===== src/rtl/sram_bist_pkg.sv =====
// Shared types and March C- element table for the SRAM BIST controller.
// Bit i of each table vector describes march element Mi.
package sram_bist_pkg;

    typedef enum logic [2:0] {
        ELEM_M0 = 3'd0,
        ELEM_M1 = 3'd1,
        ELEM_M2 = 3'd2,
        ELEM_M3 = 3'd3,
        ELEM_M4 = 3'd4,
        ELEM_M5 = 3'd5
    } elem_e;

    typedef enum logic {
        OP_RD = 1'b0,
        OP_WR = 1'b1
    } op_e;

    typedef enum logic [1:0] {
        ST_IDLE,
        ST_RUN,
        ST_CHECK_LAST,
        ST_DONE
    } state_e;

    // M3 and M4 walk N-1 down to 0; every other element walks upwards.
    localparam logic [5:0] ELEM_DESCENDING = 6'b011000;
    localparam logic [5:0] ELEM_HAS_READ   = 6'b111110;
    localparam logic [5:0] ELEM_HAS_WRITE  = 6'b011111;
    localparam logic [5:0] ELEM_READ_INV   = 6'b010100;
    localparam logic [5:0] ELEM_WRITE_INV  = 6'b001010;

    function automatic logic elem_descending(input elem_e e);
        return ELEM_DESCENDING[e];
    endfunction

    function automatic logic elem_has_read(input elem_e e);
        return ELEM_HAS_READ[e];
    endfunction

    function automatic logic elem_has_write(input elem_e e);
        return ELEM_HAS_WRITE[e];
    endfunction

    function automatic logic elem_read_inv(input elem_e e);
        return ELEM_READ_INV[e];
    endfunction

    function automatic logic elem_write_inv(input elem_e e);
        return ELEM_WRITE_INV[e];
    endfunction

    function automatic elem_e next_elem(input elem_e e);
        elem_e n;
        case (e)
            ELEM_M0: n = ELEM_M1;
            ELEM_M1: n = ELEM_M2;
            ELEM_M2: n = ELEM_M3;
            ELEM_M3: n = ELEM_M4;
            ELEM_M4: n = ELEM_M5;
            default: n = ELEM_M5;
        endcase
        return n;
    endfunction

endpackage


===== src/rtl/sram_bist_checker.sv =====
// Read-data checker: remembers what each issued read should return, compares
// the macro output one cycle later and latches the first mismatch.
module sram_bist_checker
    import sram_bist_pkg::*;
#(
    parameter int DATA_WIDTH = 32,
    parameter int ADDR_WIDTH = 5
) (
    input  logic                  clk_i,
    input  logic                  rst_i,
    input  logic                  clear_i,
    input  logic                  rd_issue_i,
    input  logic [DATA_WIDTH-1:0] rd_exp_i,
    input  logic [ADDR_WIDTH-1:0] rd_addr_i,
    input  logic [2:0]            rd_elem_i,
    input  logic [DATA_WIDTH-1:0] sram_dout_i,
    output logic                  mismatch_o,
    output logic [ADDR_WIDTH-1:0] fail_addr_o,
    output logic [2:0]            fail_elem_o,
    output logic [DATA_WIDTH-1:0] fail_mask_o
);

    logic                  rd_pending_q, rd_pending_d;
    logic [DATA_WIDTH-1:0] exp_q;
    logic [ADDR_WIDTH-1:0] addr_q;
    elem_e                 elem_q;
    logic [ADDR_WIDTH-1:0] fail_addr_q, fail_addr_d;
    logic [2:0]            fail_elem_q, fail_elem_d;
    logic [DATA_WIDTH-1:0] fail_mask_q, fail_mask_d;
    logic [DATA_WIDTH-1:0] diff;
    logic                  mismatch;

    // dout is only meaningful in the cycle after a read edge, so the compare is
    // gated by rd_pending; a detected mismatch also cancels any read in flight.
    always_comb begin
        diff         = sram_dout_i ^ exp_q;
        mismatch     = rd_pending_q && (diff != '0);
        rd_pending_d = rd_issue_i && !mismatch;
        fail_addr_d  = fail_addr_q;
        fail_elem_d  = fail_elem_q;
        fail_mask_d  = fail_mask_q;
        if (clear_i) begin
            fail_addr_d = '0;
            fail_elem_d = '0;
            fail_mask_d = '0;
        end else if (mismatch) begin
            fail_addr_d = addr_q;
            fail_elem_d = elem_q;
            fail_mask_d = diff;
        end
    end

    always_ff @(posedge clk_i) begin
        if (rst_i) begin
            rd_pending_q <= 1'b0;
            exp_q        <= '0;
            addr_q       <= '0;
            elem_q       <= ELEM_M0;
            fail_addr_q  <= '0;
            fail_elem_q  <= '0;
            fail_mask_q  <= '0;
        end else begin
            rd_pending_q <= rd_pending_d;
            if (rd_issue_i) begin
                exp_q  <= rd_exp_i;
                addr_q <= rd_addr_i;
                elem_q <= elem_e'(rd_elem_i);
            end
            fail_addr_q <= fail_addr_d;
            fail_elem_q <= fail_elem_d;
            fail_mask_q <= fail_mask_d;
        end
    end

    assign mismatch_o  = mismatch;
    assign fail_addr_o = fail_addr_q;
    assign fail_elem_o = fail_elem_q;
    assign fail_mask_o = fail_mask_q;

endmodule


===== src/rtl/sram_march_bist.sv =====
// March C- BIST controller: sequences the six elements over a single-port SRAM
// one operation per cycle and reports pass/fail with first-failure details.
module sram_march_bist
    import sram_bist_pkg::*;
#(
    parameter int                    DATA_WIDTH = 32,
    parameter int                    ADDR_WIDTH = 5,
    parameter logic [DATA_WIDTH-1:0] BACKGROUND = {DATA_WIDTH{1'b0}}
) (
    input  logic                  clk_i,
    input  logic                  rst_i,
    input  logic                  start_i,
    output logic                  busy_o,
    output logic                  done_o,
    output logic                  pass_o,
    output logic [ADDR_WIDTH-1:0] fail_addr_o,
    output logic [2:0]            fail_elem_o,
    output logic [DATA_WIDTH-1:0] fail_mask_o,
    output logic                  sram_we_o,
    output logic [ADDR_WIDTH-1:0] sram_addr_o,
    output logic [DATA_WIDTH-1:0] sram_din_o,
    input  logic [DATA_WIDTH-1:0] sram_dout_i
);

    localparam logic [ADDR_WIDTH-1:0] ADDR_LAST = '1;
    localparam logic [ADDR_WIDTH-1:0] ADDR_STEP = ADDR_WIDTH'(1);

    state_e                state_q, state_d;
    elem_e                 elem_q, elem_d;
    op_e                   op_q, op_d;
    logic [ADDR_WIDTH-1:0] addr_q, addr_d;
    logic                  we_q, we_d;
    logic [DATA_WIDTH-1:0] din_q, din_d;
    logic                  busy_q, busy_d;
    logic                  done_q, done_d;
    logic                  pass_q, pass_d;

    logic                  cur_desc, last_addr, last_op, run_end;
    logic                  chk_clear, chk_rd_issue, chk_mismatch;
    logic [DATA_WIDTH-1:0] chk_rd_exp;

    function automatic logic [DATA_WIDTH-1:0] pattern(input logic inv);
        return inv ? ~BACKGROUND : BACKGROUND;
    endfunction

    // The registered port op (elem_q/op_q/addr_q) is the op the macro sees this cycle.
    always_comb begin
        cur_desc     = elem_descending(elem_q);
        last_addr    = cur_desc ? (addr_q == '0) : (addr_q == ADDR_LAST);
        last_op      = (op_q == OP_WR) || !elem_has_write(elem_q);
        run_end      = last_addr && last_op && (elem_q == ELEM_M5);
        chk_rd_issue = (state_q == ST_RUN) && (op_q == OP_RD);
        chk_rd_exp   = pattern(elem_read_inv(elem_q));
    end

    always_comb begin
        state_d   = state_q;
        elem_d    = elem_q;
        op_d      = op_q;
        addr_d    = '0;
        we_d      = 1'b0;
        din_d     = '0;
        busy_d    = busy_q;
        done_d    = 1'b0;
        pass_d    = pass_q;
        chk_clear = 1'b0;

        unique case (state_q)
            ST_IDLE: begin
                if (start_i) begin
                    state_d   = ST_RUN;
                    elem_d    = ELEM_M0;
                    op_d      = OP_WR;
                    we_d      = 1'b1;
                    din_d     = pattern(elem_write_inv(ELEM_M0));
                    busy_d    = 1'b1;
                    pass_d    = 1'b0;
                    chk_clear = 1'b1;
                end
            end
            ST_RUN: begin
                if (chk_mismatch) begin
                    state_d = ST_DONE;
                    busy_d  = 1'b0;
                    done_d  = 1'b1;
                    pass_d  = 1'b0;
                end else if (run_end) begin
                    state_d = ST_CHECK_LAST;
                end else begin
                    addr_d = addr_q;
                    op_d   = OP_WR;
                    // Wrapping into the next element reloads the address from
                    // that element's direction, so the counter never leaves 0..N-1.
                    if (last_op) begin
                        if (last_addr) begin
                            elem_d = next_elem(elem_q);
                            addr_d = elem_descending(elem_d) ? ADDR_LAST : '0;
                        end else begin
                            addr_d = cur_desc ? (addr_q - ADDR_STEP) : (addr_q + ADDR_STEP);
                        end
                        op_d = elem_has_read(elem_d) ? OP_RD : OP_WR;
                    end
                    we_d  = (op_d == OP_WR);
                    din_d = we_d ? pattern(elem_write_inv(elem_d)) : '0;
                end
            end
            ST_CHECK_LAST: begin
                state_d = ST_DONE;
                busy_d  = 1'b0;
                done_d  = 1'b1;
                pass_d  = !chk_mismatch;
            end
            ST_DONE: begin
                state_d = ST_IDLE;
            end
        endcase
    end

    always_ff @(posedge clk_i) begin
        if (rst_i) begin
            state_q <= ST_IDLE;
            elem_q  <= ELEM_M0;
            op_q    <= OP_RD;
            addr_q  <= '0;
            we_q    <= 1'b0;
            din_q   <= '0;
            busy_q  <= 1'b0;
            done_q  <= 1'b0;
            pass_q  <= 1'b0;
        end else begin
            state_q <= state_d;
            elem_q  <= elem_d;
            op_q    <= op_d;
            addr_q  <= addr_d;
            we_q    <= we_d;
            din_q   <= din_d;
            busy_q  <= busy_d;
            done_q  <= done_d;
            pass_q  <= pass_d;
        end
    end

    sram_bist_checker #(
        .DATA_WIDTH (DATA_WIDTH),
        .ADDR_WIDTH (ADDR_WIDTH)
    ) u_checker (
        .clk_i       (clk_i),
        .rst_i       (rst_i),
        .clear_i     (chk_clear),
        .rd_issue_i  (chk_rd_issue),
        .rd_exp_i    (chk_rd_exp),
        .rd_addr_i   (addr_q),
        .rd_elem_i   (elem_q),
        .sram_dout_i (sram_dout_i),
        .mismatch_o  (chk_mismatch),
        .fail_addr_o (fail_addr_o),
        .fail_elem_o (fail_elem_o),
        .fail_mask_o (fail_mask_o)
    );

    assign busy_o      = busy_q;
    assign done_o      = done_q;
    assign pass_o      = pass_q;
    assign sram_we_o   = we_q;
    assign sram_addr_o = addr_q;
    assign sram_din_o  = din_q;

endmodule


===== config.mk =====
export PLATFORM = sky130hd
export DESIGN_NAME = sram_march_bist
export DESIGN_NICKNAME = d
export VERILOG_FILES = /design/src/rtl/sram_bist_pkg.sv /design/src/rtl/sram_bist_checker.sv /design/src/rtl/sram_march_bist.sv
export SDC_FILE = /design/constraint.sdc
export NUM_CORES = 1
export LEC_CHECK = 0
export CORE_MARGIN = 2
export CORE_UTILIZATION = 47
export CTS_CLUSTER_SIZE = 20
export DETAILED_ROUTE_END_ITERATION = 6
export PLACE_DENSITY = 0.8
export SETUP_SLACK_MARGIN = 0.3
export SLEW_MARGIN = 40
export SYNTH_ARGS = -nofsm -noshare
export SYNTH_HDL_FRONTEND = slang
export SYNTH_SLANG_ARGS = --single-unit

===== constraint.sdc =====
create_clock -name clk_i -period 2.67 [get_ports clk_i]
set_clock_uncertainty 0.1 [all_clocks]
set_input_delay 0.534 -clock clk_i [delete_from_list [all_inputs] [get_ports clk_i]]
set_output_delay 0.534 -clock clk_i [all_outputs]
set_load 0.03 [all_outputs]

==> results.json <==
{
  "endpoint_kind": "register",
  "pwr-share-seq_pct": 35.7,
  "syn-cell-area_um2": 3770,
  "slowest_delay_ns": 0.46,
  "period_needed_ns": 2.32,
  "die_y_um": 93.5,
  "leakage_nw": 1.95,
  "netlist_instances": 431,
  "pwr-share-clk_pct": 26.5,
  "grt_util_all_layers_pct": 22.3,
  "floorplan.rows": 32,
  "gp_congestion": 0.882,
  "antenna_cells": 0,
  "switching_share_pct": 36.1,
  "startpoint_type": "primary input",
  "drive_gt1_share_pct": 22.6,
  "worst_pin_slew_ns": 0.542,
  "cp_max_fo": 5,
  "power.switching_mw": 1.23,
  "detail_route.first_pass.iterations": 4,
  "cts.htree.levels": 3,
  "r2r_cells": 6,
  "drcViolationCount": 0,
  "grt_start_max_net_pins": 33,
  "p_int_mw": 2.18,
  "antenna_found_initial": 0,
  "post-route-cell-area_um2": 5520,
  "ant_nets": 0,
  "worstHoldPathCells": 2,
  "path_cells": "clkdlybuf4s50_1 > or4_4 > mux2i_4 > nand4_4 > or4_4 > and3_4 > o22ai_2",
  "yosys_warnings": 0,
  "io_pins": 116,
  "clock_sinks": 69,
  "worstReg2RegStart": "sram_addr_o[2]$_SDFFE_PP0N_",
  "synth_fp_nets": 473,
  "dp.final_hpwl_mm": 7.12,
  "die_x_um": 93.5,
  "worstSetupPathType": "in -> reg",
  "synth_edf_count": 0,
  "core_area_um2": 7770,
  "syn2layout_area_growth_pct": 46.6,
  "post-route-period-util_pct": 86.9,
  "initialDrtViolationCount": 223,
  "multi_input_area_um2": 2190,
  "place_inst": 629,
  "stdcell_count": 654,
  "fin_nets": 589,
  "fmax_mhz": 431,
  "power_frac_comb_pct": 37.8,
  "rrSetupSlack_ns": 0.37,
  "vias_per_cell": 5.40,
  "ys_types": 51,
  "nFillCells": 574,
  "grt_pass1_vias": 3350,
  "ys.flop_type": "dfxtp_1",
  "reg2reg_to": "cur_desc$_DFF_P_",
  "cts.clk_slew.worst_paths_ns": 0.07,
  "ys_ff_latch": 69,
  "placed_cell_area_um2": 5030,
  "pre_cts_slack_ns": -0.322,
  "ir_drop_v": 0.000461,
  "min_to": "u_checker.fail_elem_o[2]$_SDFFE_PP0N_",
  "regArea_um2": 1390,
  "wirelength_mm": 10.1,
  "tritoncts": "built",
  "async_reset_ff_share_pct": 0,
  "routed-via-count": 3529,
  "cp_slowest_cell": "or4_4",
  "slew_violations": 0,
  "final_util_pct": 71.1,
  "worstHoldStart": "u_checker.fail_elem_o[2]$_SDFFE_PP0N_",
  "cts_buffers": 9,
  "run_status": "completed",
  "cp.arrival_ns": 2.50,
  "routedWlPerCell_um": 15.4,
  "avgSynthCellArea_um2": 8.74,
  "maxCapViolCount": 0,
  "path_buf_inv": 1,
  "cts_hold_buf": 0,
  "crit_required_ns": 2.84,
  "cts_max_path_buffers": 2,
  "initial_core_util_pct": 48.5,
  "power_per_cell_area_nw_per_um2": 617,
  "rsz0062_at_grt": "true",
  "slew_headroom_pct": 63.8,
  "critPathMostFrequentCell": "or4_4",
  "port_buffers": 115,
  "final_hold_viol_count": 0,
  "die_area_um2": 8750,
  "cts-root-buf": "clkbuf_8",
  "cp_top_family": "simple AND/OR/NAND/NOR gates",
  "grt_pass1_wl_mm": 15.5,
  "setup.worst_path.start": "sram_dout_i[10]",
  "setup-violations-final": 0,
  "clock_latency_ns": 0.34,
  "yosysSeqAreaShare_pct": 36.7,
  "fin_ws_ns": 0.349,
  "hold_path.class": "reg -> reg",
  "grt_overflow": 0
}
[worst reg2reg max path, delay by kind of cell (launching register included)]
family           cells  cell delay (ns)
flip-flops           1             0.36
AO/OA/AOI/OAI        3             0.54
AND/OR/NAND/NOR      3             1.23
[metal layers]
metal / vias up / GRT usage, % / wire length, um
li1: 1706 / - / -
met1: 1680 / 28.1 / 4380
met2: 130 / 37.5 / 4950
met3: 13 / 4.59 / 631
met4: 0 / 8.82 / 121
met5: - / 0 / 0
[power by group through the flow]
| stage | Clock, mW | Combinational [mW] | Sequential [mW] |
|---|---|---|---|
| finish | 0.904 | 1.29 | 1.21 |
| global route | 0.964 | 1.39 | 1.23 |
| CTS | 0.917 | 1.26 | 1.21 |
| detailed placement | 0 | 1.24 | 1.23 |
| global placement | 0 | 1.21 | 1.23 |
| floorplan | 0 | 0.642 | 1.38 |
[layout by cell type, fill, tap and decap left out, types with 6 or more instances in the layout]
cell type / count
nor2b_1: 6
nor2_1: 46
clkdlybuf4s50_1: 92
dfxtp_1: 66
buf_4: 39
inv_1: 11
nand4_1: 10
mux2i_4: 8
or4_4: 11
clkbuf_8: 12
nand2_1: 43
nand2b_1: 8
a211oi_1: 13
o21ai_0: 7
xnor2_1: 34
a21oi_1: 24
dlygate4sd2_1: 14
a211oi_2: 20
nand3_1: 6
[how the worst max path moves through the flow]
stage / slack [ns] / to / cells after the start
3_3_place_gp: -0.26 / cur_desc$_DFF_P_ / 7
3_5_place_dp: -0.32 / cur_desc$_DFF_P_ / 7
6_report: 0.35 / cur_desc$_DFF_P_ / 7
5_1_grt: 0.26 / sram_addr_o[2]$_SDFFE_PP0N_ / 8
2_1_floorplan: 0.30 / cur_desc$_DFF_P_ / 6
4_1_cts: 0.31 / sram_addr_o[2]$_SDFFE_PP0N_ / 8
[final cells by class]
type / instances / share of cell area, %
clock inverter: 3 / 0.770
clock buffer: 13 / 3.06
tap: 102 / 2.31
sequential: 69 / 25.1
multi-input combinational: 293 / 39.7
inverter: 11 / 0.747
timing repair buffer: 163 / 28.3
[cell usage after synthesis (3+ instances only)]
cell / instances / share of area [%]
dfxtp_1: 69 / 37
nand3_1: 6 / 0.80
nand2b_1: 9 / 1.5
o211ai_1: 5 / 1.0
a311oi_1: 3 / 0.70
a21o_1: 3 / 0.60
a21oi_1: 24 / 3.2
buf_2: 3 / 0.40
a211oi_2: 19 / 6.3
mux2i_1: 10 / 2.7
a31oi_1: 3 / 0.50
nand4_1: 10 / 1.7
xnor2_1: 34 / 7.9
nand2_1: 43 / 4.3
or4_1: 10 / 2.0
ha_1: 6 / 2.0
o21ai_0: 9 / 1.2
buf_4: 31 / 6.2
nor2b_1: 6 / 1.0
buf_6: 4 / 1.2
a211oi_1: 14 / 2.8
clkbuf_1: 20 / 2.0
nor2_1: 48 / 4.8
inv_1: 11 / 1.1
[kinds of logic after synthesis]
logic type	Yosys count	share of synthesized area, %
AOI/OAI and AO/OA	92	19.2
xor gates and xnor gates	36	8.37
adders and majority gates	7	2.52
buffers and inverters	70	11.0
DFF	69	36.7
muxes	11	2.95
and+or+nand+nor	146	19.4
[flip-flops by register name, indices dropped and copies added (netlist names), named ones only]
signal and count:
cur_desc 1, sram_we_o 1, elem_q 3, u_checker.exp_q 1
busy_o 1, pass_o 1, state_q 2, chk_rd_exp 1
sram_din_o 1, u_checker.elem_q 3, u_checker.addr_q 5, op_q 1
done_o 1, u_checker.fail_elem_o 3, u_checker.fail_addr_o 5, sram_addr_o 5
u_checker.fail_mask_o 32, u_checker.rd_pending_q 1
[metrics by stage]
step	power (mW)	hold WS [ns]	TNS, ns
floorplan	2.02	0.317	0
global placement	2.43	0.318	-10.66
detailed placement	2.47	0.323	-14.23
CTS	3.39	0.355	0
global route	3.58	0.377	0
finish	3.41	0.352	0
[repair_timing]
action / in CTS / in global routing
pin swaps: 16 / 12
setup endpoints to repair: 58 / 51
resized for setup: 41 / 37
gates cloned: 1 / 0
buffers inserted: 5 / 3
Note: power is estimated with default switching activity, not from simulation.
